[config.mk]
export PLATFORM = sky130hd
export DESIGN_NAME = multpool_rd_sched
export DESIGN_NICKNAME = d
export VERILOG_FILES = /design/src/rtl/multpool_rd_sched.sv
export SDC_FILE = /design/constraint.sdc
export NUM_CORES = 1
export LEC_CHECK = 0
export ABC_AREA = 1
export CAP_MARGIN = 20
export CORE_AREA = 4 4 627 629
export CTS_BUF_LIST = sky130_fd_sc_hd__clkbuf_4 sky130_fd_sc_hd__clkbuf_8
export DETAILED_ROUTE_END_ITERATION = 12
export DIE_AREA = 0 0 631 633
export GPL_TIMING_DRIVEN = 0
export PLACE_DENSITY = 0.3
export SLEW_MARGIN = 5
export SYNTH_ARGS = -nofsm -noshare
export SYNTH_HDL_FRONTEND = slang
export SYNTH_SLANG_ARGS = --single-unit
[constraint.sdc]
create_clock -name hclk -period 3 [get_ports hclk]
set_input_delay 0.6 -clock hclk [delete_from_list [all_inputs] [get_ports hclk]]
set_output_delay 0.6 -clock hclk [all_outputs]
set_load 0.01 [all_outputs]
[src/rtl/multpool_rd_sched.sv]
// Read scheduler for the multiplier-pool result memories: round-robin arbitration
// of NREQ requesters onto the single bank-read / OR-mux path, with in-order response routing.
module multpool_rd_sched #(
  parameter int NREQ   = 4,
  parameter int ADDR_W = 10,
  parameter int NBITS  = 256,
  parameter int RD_LAT = 2
) (
  input  logic                   hclk,
  input  logic                   hresetn,
  input  logic                   arb_en,
  input  logic [NREQ-1:0]        req,
  input  logic [NREQ*ADDR_W-1:0] req_addr,
  output logic [NREQ-1:0]        gnt,
  output logic                   mem_rd_en,
  output logic [ADDR_W-1:0]      mem_rd_addr,
  output logic                   mux_valid_rd,
  input  logic [3*NBITS-1:0]     mux_hrdata,
  output logic [NREQ-1:0]        rsp_valid,
  output logic [3*NBITS-1:0]     rsp_data,
  output logic                   busy
);

  localparam int PTR_W = (NREQ > 1) ? $clog2(NREQ) : 1;

  typedef enum logic [1:0] {
    IDLE  = 2'd0,
    RUN   = 2'd1,
    DRAIN = 2'd2
  } state_t;

  state_t            state_q;
  state_t            state_d;
  logic [PTR_W-1:0]  rr_ptr;
  logic              pick_any;
  logic [PTR_W-1:0]  pick_idx;
  logic              grant;
  logic              reads_pending;
  logic [ADDR_W-1:0] addr_arr [NREQ];

  // vld_p[j] / id_p[j]: read granted j+1 cycles ago; the last stage is the response cycle
  logic [RD_LAT:0]   vld_p;
  logic [PTR_W-1:0]  id_p [RD_LAT+1];
  logic [ADDR_W-1:0] addr_p0;

  for (genvar g = 0; g < NREQ; g++) begin : g_addr_unpack
    assign addr_arr[g] = req_addr[g*ADDR_W +: ADDR_W];
  end

  always_comb begin : rr_search
    int idx;
    pick_any = 1'b0;
    pick_idx = '0;
    idx      = 0;
    for (int i = 0; i < NREQ; i++) begin
      idx = int'(rr_ptr) + i;
      if (idx >= NREQ) idx = idx - NREQ;
      if (!pick_any && req[PTR_W'(idx)]) begin
        pick_any = 1'b1;
        pick_idx = PTR_W'(idx);
      end
    end
  end

  // arb_en gates the grant directly so a falling arb_en wins over a pending request
  assign grant = (state_q == RUN) && arb_en && pick_any;

  always_comb begin
    gnt = '0;
    if (grant) gnt[pick_idx] = 1'b1;
  end

  // The response stage is excluded: DRAIN may retire to IDLE while the last response is out
  assign reads_pending = |vld_p[RD_LAT-1:0];

  always_comb begin
    state_d = state_q;
    unique case (state_q)
      IDLE:    if (arb_en) state_d = RUN;
      RUN:     if (!arb_en) state_d = DRAIN;
      DRAIN: begin
        if (arb_en)              state_d = RUN;
        else if (!reads_pending) state_d = IDLE;
      end
      default: state_d = IDLE;
    endcase
  end

  // ---- stage p0: issue bank read; later stages carry the requester id to the response ----
  always_ff @(posedge hclk or negedge hresetn) begin
    if (!hresetn) begin
      state_q <= IDLE;
      rr_ptr  <= '0;
      vld_p   <= '0;
      addr_p0 <= '0;
    end else begin
      state_q <= state_d;
      vld_p   <= {vld_p[RD_LAT-1:0], grant};
      if (grant) begin
        rr_ptr  <= (pick_idx == PTR_W'(NREQ-1)) ? '0 : pick_idx + 1'b1;
        addr_p0 <= addr_arr[pick_idx];
      end
    end
  end

  always_ff @(posedge hclk) begin
    id_p[0] <= pick_idx;
    for (int j = 1; j <= RD_LAT; j++) id_p[j] <= id_p[j-1];
  end

  // ---- stage p(RD_LAT-1): mux register loads; stage p(RD_LAT): response to requester ----
  assign mem_rd_en    = vld_p[0];
  assign mem_rd_addr  = addr_p0;
  assign mux_valid_rd = vld_p[RD_LAT-1];
  assign rsp_data     = mux_hrdata;
  assign busy         = (state_q != IDLE) || (|vld_p);

  always_comb begin
    rsp_valid = '0;
    if (vld_p[RD_LAT]) rsp_valid[id_p[RD_LAT]] = 1'b1;
  end

endmodule

## Yosys cells after proc, flatten, opt, wreduce, memory -nomap -nowiden

Memory sizes are Yosys's and may differ from the RTL's.
Index checks and enable logic that the tools add are counted.

| storage, ports and cells | value |
|---|---|
| register bits | 17 |
| latch bits | 0 |
| memory bits (writable) | 6 |
| ROM bits | 0 |
| bits of input ports | 815 |
| output and inout bits | 789 |
| word-level logic and storage cells | 88 |
| memories kept | 1 |

| operators by class | value |
|---|---|
| add/subtract/negate cells | 8 |
| $mul | 0 |
| div/mod/pow operators | 0 |
| order comparisons | 13 |
| eq/ne operators | 6 |
| shift-type cells | 0 |
| muxes and demuxes | 39 |
| bitwise logic cells | 1 |
| reductions and logical operators | 16 |

Memories:

| name | words | width | read ports | clocked after Yosys merged registers in | wr ports | RTL line | source |
|---|---|---|---|---|---|---|---|
| id_p | 3 | 2 | 3 | 0 | 3 | 43 | `logic [PTR_W-1:0] id_p [RD_LAT+1];` |

Operators by type and width:

| operator | count |
|---|---|
| $mux 2 | 13 |
| $bmux 10 s2 | 1 |
| $mux 10 | 2 |
| $lt 2x4->1 const B | 4 |
| $mux 1 | 14 |
| $ge 3x3->1 const B | 4 |
| $bmux 1 s2 | 4 |
| $mux 4 | 2 |
| $sub 2x1->2 const B | 4 |
| $logic_and 1x1->1 | 7 |
| $add 2x2->3 const B | 2 |
| $lt 2x3->1 const B | 2 |
| $pmux 2 s3 | 1 |
| $demux 1 s2 | 2 |
| $eq 2x2->1 const B | 2 |
| $ge 2x1->1 const B | 2 |
| $ne 2x2->1 const B | 2 |
| $add 2x1->3 const B | 1 |
| $ge 2x3->1 const B | 1 |
| $logic_not 1->1 | 3 |
| $ne 3x3->1 const B | 1 |
| $not 2->3 | 1 |
| $reduce_and 3->1 | 1 |
| $reduce_or 3->1 | 1 |
| 6 further kinds | 6 |

## Logic depth before layout (Yosys ltp)

| logic depth | value |
|---|---|
| depth in word-level cells | 20 |
| depth in mapped cells | 16 |
| gate-level depth less buffers | 15 |

## Worst setup path after synthesis

No wires, ideal clock.

| timing path | value |
|---|---|
| path kind | input to output |
| from | input req[3] |
| to | output gnt[3] |
| arrival | 1.711 ns |
| required time | 2.400 ns |
| path slack | 0.689 ns |
| stages | 10 |
| path buffers | 1 |
| cell sequence | inv_1 nand2_2 nand3_1 nand2_2 inv_1 nand2_1 nand2_2 nand3_4 buf_2 nor3_1 |

| between the ends | value |
|---|---|
| word-level cells in the longest chain between the ends | 18 |
| elaborated cells between the ends (all ways) | 33 |
| classes of those cells | order compare (2); mux (23); reduce/logical (8) |

Ends and longest elaborated chain:

| what | RTL line | source |
|---|---|---|
| start, declared | 12 | `input logic [NREQ-1:0] req,` |
| $bmux 1 s2 | 58 | `if (!pick_any && req[PTR_W'(idx)]) begin` |
| $mux 1 (not written as such) (2 in a row) | 58 |  |
| $mux 1 | 58 |  |
| $logic_not 1->1 | 58 |  |
| $logic_and 1x1->1 | 58 |  |
| $mux 1 | 58 |  |
| $logic_not 1->1 | 58 |  |
| $logic_and 1x1->1 | 58 |  |
| $mux 1 | 58 |  |
| $logic_not 1->1 | 58 |  |
| $logic_and 1x1->1 | 58 |  |
| $mux 2 | 58 |  |
| $lt 2x3->1 (not written as such) or $ge 2x1->1 (tied branches) | 70 | `if (grant) gnt[pick_idx] = 1'b1;` |
| $logic_and 1x1->1 (not written as such) | 70 |  |
| $mux 1 (not written as such) | 70 |  |
| $demux 1 s2 | 70 |  |
| $mux 4 * | 70 |  |
| end, declared | 14 | `output logic [NREQ-1:0] gnt,` |

Mark *: on every way between the ends. The rest lies on a longest branch, timed or not. The select of a mux whose other input is x is not followed.

## Worst setup path after layout

| timing path | value |
|---|---|
| from | register rr_ptr[0] |
| to | output gnt[0] |

| between the ends | value |
|---|---|
| word-level cells in the longest chain between the ends | 20 |
| elaborated cells between the ends (all ways) | 48 |
| classes of those cells | add/sub (7); order compare (6); mux (27); reduce/logical (8) |

Ends and longest elaborated chain:

| what | RTL line | source |
|---|---|---|
| start, declared | 34 | `logic [PTR_W-1:0] rr_ptr;` |
| start signal, assigned | 100 | `rr_ptr <= (pick_idx == PTR_W'(NREQ-1)) ? '0 : pick_idx + 1'b1;` |
| parallel branches: the longest is 19 deep, another holds $add 2x1->3 | n/a |  |
| $mux 4 * | 70 |  |

Mark *: on every way between the ends. The select of a mux whose other input is x is not followed.

==> summary.log <==
qor: worst_setup_path.cp-start-kind flip-flop
qor: synth.synth.net_count 1805
qor: timing.report.final.slew_viol_count 0
qor: synth.syn-instance-count 990
qor: clock_network.clkTransAtPathRegs 0.14 ns
qor: routing.route.final.wire_length 259000 um
qor: die.top_level_ports 1604
qor: synth.synth_largest_area_cell buf_4
qor: worst_setup_path.worst-endpoint-arrival 2.34 ns
qor: worst_setup_path.worst_r2r_startpoint rr_ptr[0]$_DFFE_PN0P_
qor: status.outcome completed
qor: place.placed_cells 7023
qor: timing.timing.max_slew.rel_slack 0.413
qor: timing.transition_at_the_pin_with_the_smallest_max_transition_slack 0.876 ns
qor: synth.area_contributors_post_synth buf_4, dfrtp_1, nand2_1
qor: clock_network.insertion_delay 0.36 ns
qor: worst_setup_path.regToRegSetupSlack 0.08 ns
qor: routing.detailroute.wirelength.met3 52800 um
qor: synth.async_reset_ff_frac 0.739
qor: timing.finalCritPeriodShare 0.981
qor: finish.layoutNonFillerInstCount 7086
qor: power_and_ir_drop.power.density 314 nW/um2
qor: finish.postLayoutCoreUtil 0.0586
qor: die.die_h 633 um
qor: die.starting_utilization_of_the_core_area 0.0187
qor: synth.fraction_of_post_synthesis_cell_area_in_the_top_cell_type_by_area 0.796
qor: die.core_area 388000 um2
qor: synth.synth.avg_cell_area 7.33 um2
qor: power_and_ir_drop.irDropWorstVdd 0.000534 V
qor: worst_setup_path.crit_type flip-flop to output pin
qor: worst_setup_path.sequence_of_cells_on_the_critical_path buf_6, buf_12, nand2_4, nand2_4, nand2_2, nand2_2, nand2_4, nand3_4, nand2_4, clkinvlp_4, nor3_2, buf_6
qor: routing.routedLengthMet1 78400 um
qor: routing.post-route-drc-count 0
qor: power_and_ir_drop.finalPower 7.13 mW
qor: synth.synth_seq_area_share 0.0752
qor: timing.layout_min_cycle_time 2.94 ns
qor: clock_network.h-tree-depth 1
qor: clock_network.tritoncts yes
qor: synth.synth.most_common_cell buf_4
qor: synth.synth_edf_count 0
qor: finish.area_growth_syn_to_layout 213%
qor: worst_setup_path.critical-path-max-stage-delay 0.45 ns
qor: clock_network.cts_root_buf clkbuf_8
qor: routing.routed-via-count 11200
qor: synth.syn-cell-area 7250 um2
qor: worst_hold_path.class_of_the_tightest_hold_or_removal_check input port to async pin
qor: global_routing.overflow 0
qor: worst_setup_path.critical_path_required_time 2.40 ns
qor: power_and_ir_drop.static-leakage-power 8.04 nW
qor: worst_setup_path.critPathMostFrequentCell nand2_4
qor: place.routability_congestion 1.11
qor: die.floorplan.die_area 399000 um2
qor: worst_setup_path.critical_path.slowest_cell dfrtp_1
qor: worst_setup_path.critical_path.reg2reg.endpoint mem_rd_addr[4]$_DFFE_PN0P_
qor: die.die_w 631 um
qor: routing.firstDrtPassIters 5
qor: die.fp-row-count 229
qor: clock_network.postCtsHoldBufs 0
qor: timing.fin_setup_tns 0 ns
qor: timing.setup_viol_count_final 0
qor: run.cap_violations 0
qor: finish.drive_gt1_frac 0.467
qor: clock_network.numClockSinks 23
qor: worst_setup_path.setup.worst_path.end_class output pin
qor: timing.unrepaired_setup_endpoints_after_global_routing true
qor: clock_network.tritoncts.num_buffers 3
qor: synth.synth_flop_cell dfrtp_1
qor: clock_network.clk_path_buf_depth 2
qor: routing.dr.max_layer_used met5
qor: place.place.port_buffers 835
qor: routing.route.detailed.vias_per_inst 1.58
qor: synth.synth_seq_cells 23
qor: worst_setup_path.rr_worst_depth 14
qor: place.place_hpwl 254000 um
qor: routing.detailroute.wirelength.met2 119000 um
qor: global_routing.vias_in_the_first_global_route 10600
qor: timing.final_hold_viol_count 0
qor: routing.drt_iter0_drc 637
qor: timing.timing.fmax 340 MHz
qor: global_routing.antenna_found_initial 365
qor: synth.synth.yosys.warnings 0
qor: routing.routedWlPerCell 36.6 um
qor: timing.worst_clock_skew 0.0264 ns
qor: routing.detail-route-antenna-nets 0
qor: global_routing.grt_pass1_wl 280000 um
qor: worst_setup_path.largest_fanout_on_the_critical_path 5
qor: global_routing.grt_use_total 0.123
qor: finish.nets 2665
qor: synth.ys_top_cells_by_count buf_4, nand2_1, inv_1
qor: global_routing.grt_max_degree 18
qor: synth.yosysUniqueCellTypes 23
## cell usage in the layout, fill, tap and decap left out, types with 3 or more instances in the layout
master / synthesis / layout
clkbuf_8: 0 / 3
dfxtp_1: 6 / 6
inv_2: 3 / 8
nand3_1: 22 / 18
buf_6: 2 / 7
nand4_1: 5 / 5
nand2_1: 93 / 70
clkdlybuf4s50_1: 0 / 826
buf_4: 769 / 788
inv_1: 30 / 20
nand2_4: 1 / 16
dlygate4sd2_1: 0 / 4
dfrtp_1: 17 / 16
nor2_1: 3 / 3
o211ai_1: 9 / 9
buf_12: 0 / 3
nand2_2: 8 / 14
nor3_1: 7 / 5
diode_2: 0 / 40
nand3_4: 2 / 8
## area by class of cell
cell class	count	area (um2)
sequential	23	547
clock buffer	3	41.3
antenna	40	100
inverter	33	144
tap	5197	6500
buffer	774	5840
clock inverter	1	5.00
timing repair buffer	856	8530
fill	45800	365000
multi-input combinational	159	1020
## per-layer routing
layer,GRT usage,vias to the layer above
li1,-,4020
met1,0.109,4894
met2,0.205,1531
met3,0.117,664
met4,0.0209,108
met5,0.00562,-
## critical path: cells and delay by family (launching register included)
kind	cells	cell delay (ns)
buf+inv	4	0.70
simple gates	8	0.82
flops	1	0.45
## sequential cells by signal, indices dropped and copies added, names as in the netlist
register / count
rr_ptr: 2
id_p: 6
vld_p: 3
mem_rd_addr: 10
state_q: 2
## report_power, final
part | switching, mW | internal (mW)
registers | 0.114 | 0.440
logic | 3.84 | 2.46
clock network | 0.186 | 0.0952
## logic make-up (layout without fill, tap and decap cells)
kind of cell           count (synthesis)  count (layout)  synth area share
AOI/OAI and AO/OA                     12              12            0.0114
buffers and inverters                808            1667             0.819
DFF                                   23              23            0.0752
other                                  0              40                 0
and+or+nand+nor                      147             147            0.0944
## timing repair
| action | 4_1_cts | 5_1_grt |
|---|---|---|
| pin swaps | 15 | 28 |
| setup endpoints to repair | 4 | 4 |
| resized for setup | 73 | 45 |
| gates cloned | 0 | 0 |
| buffers inserted | 12 | 8 |
## per-stage QoR
| stage | setup WS [ns] | instance area, um2 | hold slack, ns |
|---|---|---|---|
| after floorplan | 0.689 | 7250 | 0.304 |
| after global placement | -2.20 | 22100 | 0.316 |
| after detailed placement | -1.62 | 22100 | 0.318 |
| after CTS | 0.00678 | 22400 | 0.265 |
| after global routing | -0.0714 | 22700 | 0.280 |
| final | 0.0556 | 22700 | 0.254 |
## worst max path at each step
| stage | depth (start not counted) | slack, ns | end | start |
|---|---|---|---|---|
| 4_1_cts | 11 | 0.007 | gnt[3] | rr_ptr[1]$_DFFE_PN0P_ |
| 5_1_grt | 12 | -0.07 | gnt[0] | rr_ptr[0]$_DFFE_PN0P_ |
| 6_report | 12 | 0.06 | gnt[0] | rr_ptr[0]$_DFFE_PN0P_ |
| 2_1_floorplan | 10 | 0.69 | gnt[3] | req[3] |
| 3_5_place_dp | 13 | -1.62 | gnt[2] | req[3] |
| 3_3_place_gp | 8 | -2.20 | gnt[1] | arb_en |
Note: power is estimated with default switching activity, not from simulation.
